--- config.mk ---
export PLATFORM = sky130hd
export DESIGN_NAME = pc_sequencer_flat
export DESIGN_NICKNAME = d
export VERILOG_FILES = /design/src/rtl/pc_sequencer_if.sv /design/src/rtl/pc_sequencer.sv /design/src/flat_wrapper.sv
export SDC_FILE = /design/constraint.sdc
export NUM_CORES = 1
export LEC_CHECK = 0
export CORE_MARGIN = 2
export CORE_UTILIZATION = 50
export DETAILED_ROUTE_END_ITERATION = 12
export GPL_ROUTABILITY_DRIVEN = 1
export PLACE_DENSITY_LB_ADDON = 0.1
export SYNTH_ARGS = -nofsm -noshare
export SYNTH_HDL_FRONTEND = slang
export SYNTH_SLANG_ARGS = --single-unit
--- constraint.sdc ---
create_clock -name clk_i -period 4.7 [get_ports clk_i]
set_clock_uncertainty 0.1 [all_clocks]
set_input_delay 0.47 -clock clk_i [delete_from_list [all_inputs] [get_ports clk_i]]
set_output_delay 0.47 -clock clk_i [all_outputs]
set_load 0.01 [all_outputs]
--- src/rtl/pc_sequencer_if.sv ---
//------------------------------------------------------------------------------
// pc_sequencer_if : decode/fetch-side bus of the program-counter sequencer.
// Rev 1.0 - initial release
//------------------------------------------------------------------------------
`default_nettype none

interface pc_sequencer_if #(
  parameter int AW    = 12,
  parameter int DW    = 8,
  parameter int DEPTH = 8
);
  localparam int SPW = $clog2(DEPTH) + 1;

  logic           en_i;
  logic [3:0]     op_i;
  logic           zero_i;
  logic           carry_i;
  logic [DW-1:0]  disp_i;
  logic [AW-1:0]  jump_i;
  logic           irq_i;
  logic [AW-1:0]  int_vec_i;
  logic [AW-1:0]  pc_o;
  logic           int_ack_o;
  logic           ie_o;
  logic           in_isr_o;
  logic [SPW-1:0] sp_o;
  logic [1:0]     fault_o;

  modport master (
    output en_i, op_i, zero_i, carry_i, disp_i, jump_i, irq_i, int_vec_i,
    input  pc_o, int_ack_o, ie_o, in_isr_o, sp_o, fault_o
  );

  modport slave (
    input  en_i, op_i, zero_i, carry_i, disp_i, jump_i, irq_i, int_vec_i,
    output pc_o, int_ack_o, ie_o, in_isr_o, sp_o, fault_o
  );
endinterface

`default_nettype wire

--- src/rtl/pc_sequencer.sv ---
//------------------------------------------------------------------------------
// pc_sequencer : registered PC with branches, call/return stack and interrupts.
// Optional macro PC_SEQUENCER_NESTED_INT_EN enables nested interrupt levels.
// Rev 1.0 - initial release
//------------------------------------------------------------------------------
`default_nettype none

module pc_sequencer #(
  parameter int          AW       = 12,
  parameter int          DW       = 8,
  parameter int          DEPTH    = 8,
  parameter logic [AW-1:0] RESET_PC = '0
) (
  input  wire logic     clk_i,
  input  wire logic     rst_i,
  pc_sequencer_if.slave bus
);
  localparam int SPW = $clog2(DEPTH) + 1;
  localparam int PW  = $clog2(DEPTH);
  localparam logic [SPW-1:0] SP_FULL = SPW'(DEPTH);

  typedef enum logic [1:0] {
    S_RUN  = 2'd0,
    S_ISR  = 2'd1,
    S_HALT = 2'd2
  } state_t;

  state_t         state_q, state_d;
  logic [AW-1:0]  pc_q, pc_d;
  logic [SPW-1:0] sp_q, sp_d;
  logic           ie_q, ie_d;
  logic           ack_q, ack_d;
  logic [1:0]     fault_q, fault_d;
  logic [AW-1:0]  stack_q [DEPTH];
  logic           push_en;
  logic [AW-1:0]  push_val;

  logic [AW-1:0]  pc_inc;
  logic [AW-1:0]  pc_tgt;
  logic [SPW-1:0] sp_dec;
  logic [AW-1:0]  stack_top;
  logic           stack_full;
  logic           stack_empty;
  logic           cond_met;
  logic           irq_ok;
  logic           irq_state_ok;

  assign pc_inc      = pc_q + 1'b1;
  assign pc_tgt      = pc_q + {{(AW-DW){bus.disp_i[DW-1]}}, bus.disp_i};
  assign sp_dec      = sp_q - 1'b1;
  assign stack_top   = stack_q[sp_dec[PW-1:0]];
  assign stack_full  = (sp_q == SP_FULL);
  assign stack_empty = (sp_q == '0);

  always_comb begin
    cond_met = 1'b0;
    case (bus.op_i[1:0])
      2'b00:   cond_met = bus.zero_i;
      2'b01:   cond_met = !bus.zero_i;
      2'b10:   cond_met = bus.carry_i;
      default: cond_met = !bus.carry_i;
    endcase
  end

`ifdef PC_SEQUENCER_NESTED_INT_EN
  logic [SPW-1:0] nest_q, nest_d;
  assign irq_state_ok = (state_q == S_RUN) || (state_q == S_ISR);
  assign bus.in_isr_o = (nest_q != '0);
`else
  assign irq_state_ok = (state_q == S_RUN);
  assign bus.in_isr_o = (state_q == S_ISR);
`endif

  // A full stack defers the interrupt rather than faulting.
  assign irq_ok = bus.irq_i && ie_q && !stack_full && irq_state_ok;

  always_comb begin
    state_d  = state_q;
    pc_d     = pc_q;
    sp_d     = sp_q;
    ie_d     = ie_q;
    ack_d    = 1'b0;
    fault_d  = fault_q;
    push_en  = 1'b0;
    push_val = pc_inc;
`ifdef PC_SEQUENCER_NESTED_INT_EN
    nest_d   = nest_q;
`endif
    if (bus.en_i && (state_q != S_HALT)) begin
      if (irq_ok) begin
        push_en  = 1'b1;
        push_val = pc_q;
        sp_d     = sp_q + 1'b1;
        pc_d     = bus.int_vec_i;
        ie_d     = 1'b0;
        ack_d    = 1'b1;
        state_d  = S_ISR;
`ifdef PC_SEQUENCER_NESTED_INT_EN
        nest_d   = nest_q + 1'b1;
`endif
      end else begin
        casez (bus.op_i)
          4'b00??: pc_d = cond_met ? pc_tgt : pc_inc;
          4'b0101: pc_d = pc_tgt;
          4'b0110: begin
            if (stack_full) begin
              fault_d[0] = 1'b1;
              state_d    = S_HALT;
            end else begin
              push_en = 1'b1;
              sp_d    = sp_q + 1'b1;
              pc_d    = bus.jump_i;
            end
          end
          4'b0111, 4'b1001: begin
            if (stack_empty) begin
              fault_d[1] = 1'b1;
              state_d    = S_HALT;
            end else begin
              pc_d = stack_top;
              sp_d = sp_dec;
              if (bus.op_i[3]) begin
                ie_d = 1'b1;
`ifdef PC_SEQUENCER_NESTED_INT_EN
                if (nest_q != '0) nest_d = nest_q - 1'b1;
                state_d = (nest_q > SPW'(1)) ? S_ISR : S_RUN;
`else
                state_d = S_RUN;
`endif
              end
            end
          end
          4'b1000: pc_d = bus.jump_i;
          4'b1010: begin
            ie_d = 1'b1;
            pc_d = pc_inc;
          end
          4'b1011: begin
            ie_d = 1'b0;
            pc_d = pc_inc;
          end
          default: pc_d = pc_inc;
        endcase
      end
    end
  end

  always_ff @(posedge clk_i) begin
    if (rst_i) begin
      state_q <= S_RUN;
      pc_q    <= RESET_PC;
      sp_q    <= '0;
      ie_q    <= 1'b0;
      ack_q   <= 1'b0;
      fault_q <= 2'b00;
`ifdef PC_SEQUENCER_NESTED_INT_EN
      nest_q  <= '0;
`endif
    end else begin
      state_q <= state_d;
      pc_q    <= pc_d;
      sp_q    <= sp_d;
      ie_q    <= ie_d;
      ack_q   <= ack_d;
      fault_q <= fault_d;
`ifdef PC_SEQUENCER_NESTED_INT_EN
      nest_q  <= nest_d;
`endif
    end
  end

  // Stack storage needs no reset; occupancy alone defines validity.
  always_ff @(posedge clk_i) begin
    if (!rst_i && push_en) stack_q[sp_q[PW-1:0]] <= push_val;
  end

  assign bus.pc_o      = pc_q;
  assign bus.int_ack_o = ack_q;
  assign bus.ie_o      = ie_q;
  assign bus.sp_o      = sp_q;
  assign bus.fault_o   = fault_q;

endmodule

`default_nettype wire

--- src/flat_wrapper.sv ---
// flat-port wrapper written by rule: the top's interface ports become plain ports
module pc_sequencer_flat 
#(
  parameter int          AW       = 12,
  parameter int          DW       = 8,
  parameter int          DEPTH    = 8,
  parameter logic [AW-1:0] RESET_PC = '0
)
  (clk_i, rst_i, bus_en_i, bus_op_i, bus_zero_i, bus_carry_i, bus_disp_i, bus_jump_i, bus_irq_i, bus_int_vec_i, bus_pc_o, bus_int_ack_o, bus_ie_o, bus_in_isr_o, bus_sp_o, bus_fault_o);
  pc_sequencer_if #(.AW(AW), .DW(DW), .DEPTH(DEPTH)) bus_i ();
  input  wire logic clk_i;
  input  wire logic rst_i;
  input wire logic [$bits(bus_i.en_i)-1:0] bus_en_i;
  input wire logic [$bits(bus_i.op_i)-1:0] bus_op_i;
  input wire logic [$bits(bus_i.zero_i)-1:0] bus_zero_i;
  input wire logic [$bits(bus_i.carry_i)-1:0] bus_carry_i;
  input wire logic [$bits(bus_i.disp_i)-1:0] bus_disp_i;
  input wire logic [$bits(bus_i.jump_i)-1:0] bus_jump_i;
  input wire logic [$bits(bus_i.irq_i)-1:0] bus_irq_i;
  input wire logic [$bits(bus_i.int_vec_i)-1:0] bus_int_vec_i;
  output wire logic [$bits(bus_i.pc_o)-1:0] bus_pc_o;
  output wire logic [$bits(bus_i.int_ack_o)-1:0] bus_int_ack_o;
  output wire logic [$bits(bus_i.ie_o)-1:0] bus_ie_o;
  output wire logic [$bits(bus_i.in_isr_o)-1:0] bus_in_isr_o;
  output wire logic [$bits(bus_i.sp_o)-1:0] bus_sp_o;
  output wire logic [$bits(bus_i.fault_o)-1:0] bus_fault_o;
  assign bus_i.en_i = bus_en_i;
  assign bus_i.op_i = bus_op_i;
  assign bus_i.zero_i = bus_zero_i;
  assign bus_i.carry_i = bus_carry_i;
  assign bus_i.disp_i = bus_disp_i;
  assign bus_i.jump_i = bus_jump_i;
  assign bus_i.irq_i = bus_irq_i;
  assign bus_i.int_vec_i = bus_int_vec_i;
  assign bus_pc_o = bus_i.pc_o;
  assign bus_int_ack_o = bus_i.int_ack_o;
  assign bus_ie_o = bus_i.ie_o;
  assign bus_in_isr_o = bus_i.in_isr_o;
  assign bus_sp_o = bus_i.sp_o;
  assign bus_fault_o = bus_i.fault_o;
  pc_sequencer #(.AW(AW), .DW(DW), .DEPTH(DEPTH), .RESET_PC(RESET_PC)) u_core (.clk_i(clk_i), .rst_i(rst_i), .bus(bus_i));
endmodule
==> results.txt <==
status: finished clean
combinational fraction of design power: 13.1%
Syn-to-layout area delta: 22.5%
Final Cycle Share: 67.8%
Max VDD drop: 0.000370 V
Slew Viols, Final: 0
CTS buffer count: 17
most used cell, CP: nor2_1
overall power: 2.77 mW
Worst R2R Path Depth: 8
fraction of power spent switching nets: 24.5%
power share of the sequential group: 42.7%
Synth Area per Inst: 12.8 um^2
pin count of the biggest net entering global routing: 34
Worst path slowest cell: dfxtp_1
placer congestion estimate: 0.923
Power Internal: 2.09 mW
Mapped Cells: 474
CP Capture Type: flip-flop
Routed Antenna Nets: 0
FFs w/ async S/R, synth: 0%
worst min path class: reg -> reg
utilization after layout: 62.2%
Syn Nets: 531
CTS max path bufs: 2
Static Leak: 2.53 nW
ant diodes: 0
grt total ovfl: 0
CTS tree: built
All-Layer GR Usage: 22.8%
CP peak stage delay: 0.57 ns
top_reg_cell synth: edfxtp_1
drt pass-1 iters: 5
clock group share of total power: 44.2%
initial antenna violation count: 0
synthesized flop and latch total: 118
Setup Fix Bufs, Post-CTS: 0
critical path data required time: 4.71 ns
largest cells by area after synthesis: edfxtp_1, mux4_2, dfxtp_1, xnor2_1, ha_1
minimum clock period after layout: 3.19 ns
Max Cap Viol: 0
max_slew headroom: 37.1%
root buffer cell: clkbuf_16
Warnings, synthesis: 0
CP Data Arrival Time: 3.20 ns
CP startpoint kind: flip-flop
Chip Height: 114 um
final hold slack: 0.381 ns
Post-synth top cells: edfxtp_1, nor2_1, nand2_1
clk sinks: 118
# DRC: 0
core box area: 12000 um^2
area leader, netlist: edfxtp_1
vias per cell: 5.92
CP Cell Sequence: inv_1 -> ha_1 -> and3b_1 -> nand2b_1 -> buf_4 -> nor2_1 -> nor2_1 -> xnor2_1
net load switching power: 0.679 mW
hold endpoint: u_core.bus.fault_o[0]
Clk Latency, worst-skew pair: 0.41 ns
# hold bufs at CTS: 0
Worst Path Max Fanout: 15
die area: 13100 um^2
Hold Path Cell Cnt: 2
non-filler instance count after layout: 702
Fin Setup TNS: 0 ns
Slew @ Worst Pin: 0.944 ns
Synth cell types: 72
# H-tree levels: 4
DP HPWL: 9920 um
# IOs: 63
first-pass GRT wire length: 22000 um
Clk pin slew, worst setup/hold paths: 0.06 ns
Reg2Reg Setup Slack: 1.51 ns
final setup vio count: 0
detailed-route via count: 4153
RR Endpoint: u_core.stack_q[7][4]
routed wire length: 14200 um
Initial DRC Count: 326
RSZ-0062 raised after global routing: no
Hold Fails Final Rpt: 0
Seq/Total Area, Yosys: 54.7%
Port Buf Inserts: 62
Worst Hold Launch: u_core.bus.fault_o[0]
standard-cell row count: 40
top-count cell post-synth: edfxtp_1
fraction of layout cells with a size suffix above 1: 17.8%
Synth top area share: 47.4%
dpl cells: 670
Max Freq: 314 MHz
crit path kind: reg -> reg
detailed-route wire length per cell: 20.2 um
die width: 114 um
Final #Nets: 599
CTS resizes: 0
Cell Area, Synth: 6080 um^2
vias in the first global route: 4024
Initial Util: 50.8%
Power Density: 372 nW/um^2
FF-to-FF Start: u_core.bus.sp_o[1]
Post-synth EDFFs: 96
==> sequential cells by signal (all words and copies together) (netlist names) <==
name / count
u_core.bus.fault_o: 2
u_core.bus.ie_o: 1
u_core.bus.int_ack_o: 1
u_core.bus.pc_o: 12
u_core.bus.sp_o: 4
u_core.stack_q: 96
u_core.state_q: 2
==> per-stage QoR <==
step	worst slack, ns	instance area, um^2
CTS	1.54	7450
detailed placement	1.35	6870
global placement	1.44	6870
global route	1.33	7450
finish	1.51	7450
floorplan	0.494	6080
==> cell type report <==
cell class,count,area [um^2]
sequential,118,3320
tap,147,184
inverter,10,37.5
clock buffer,21,470
timing repair buffer,77,733
multi-input combinational,318,2590
fill,913,4520
clock inverter,11,101
==> routing by layer <==
metal / up-vias / global-route usage [%] / part of all wire, %
met2: 123 / 35.1 / 47
met1: 2024 / 31.5 / 47
met3: 19 / 5.77 / 4.9
met4: 0 / 8.21 / 1.5
met5: - / 0 / 0
li1: 1987 / - / -
==> power by group through the flow <==
stage	Sequential (mW)	Combinational [mW]	Clock, mW
after floorplan	1.20	0.238	0
after global placement	1.20	0.355	0
after detailed placement	1.20	0.361	0
after CTS	1.18	0.363	1.25
after global routing	1.18	0.395	1.30
final	1.18	0.364	1.22
==> layout by cell type, fill, tap and decap left out, drive strengths merged, types with 3 or more instances in the layout <==
cell           Yosys  routed
mux4              24      24
o41ai              7       7
or2                4       4
inv               10      11
dfxtp             22      22
nand3             20      20
a21o               3       3
buf               18      15
a211oi             4       4
mux2i              6       6
nor2              41      41
o21bai             3       3
a31oi              6       6
nor3              13      13
clkdlybuf4s50      0      62
xnor2             24      24
clkinv             0       5
a211o              4       4
a221oi             8       8
nand3b             5       5
xor2              12      12
o21a               4       4
o2111ai            3       3
nor4               3       3
a21oi             27      27
clkbuf            10      21
o21ai             11      11
nand2             31      31
edfxtp            96      96
nand4              4       4
ha                14      14
clkinvlp           0       4
==> cells by family (layout without fill, tap and decap cells) <==
kind of cell	after synthesis	in the layout	synth area share, %
muxes	31	31	10.1
AOI/OAI and AO/OA	98	98	12.2
DFF	118	118	54.7
buffers and inverters	38	119	3.03
and+or+nand+nor	138	138	11.6
adders and majority gates	15	15	3.21
xor gates and xnor gates	36	36	5.19
==> worst max path at each step <==
stage / endpoint / start / slack, ns / cells after the start
5_1_grt: u_core.bus.pc_o[0] / u_core.bus.sp_o[1] / 1.33 / 8
2_1_floorplan: u_core.stack_q[4][0] / u_core.bus.sp_o[0] / 0.49 / 9
4_1_cts: u_core.bus.pc_o[0] / u_core.bus.sp_o[1] / 1.54 / 8
3_5_place_dp: u_core.bus.pc_o[3] / bus_op_i[1] / 1.35 / 7
6_report: u_core.stack_q[7][4] / u_core.bus.sp_o[1] / 1.51 / 8
3_3_place_gp: u_core.bus.pc_o[3] / bus_op_i[1] / 1.44 / 7
==> worst max-delay path, delay by kind of cell, from the launching register on <==
family / cells / cell delay (ns)
xor+xnor: 1 / 0.55
fa+ha+maj: 1 / 0.28
buf+inv: 2 / 0.35
flops: 1 / 0.57
simple gates: 4 / 1.04
Note: power is estimated with default switching activity, not from simulation.
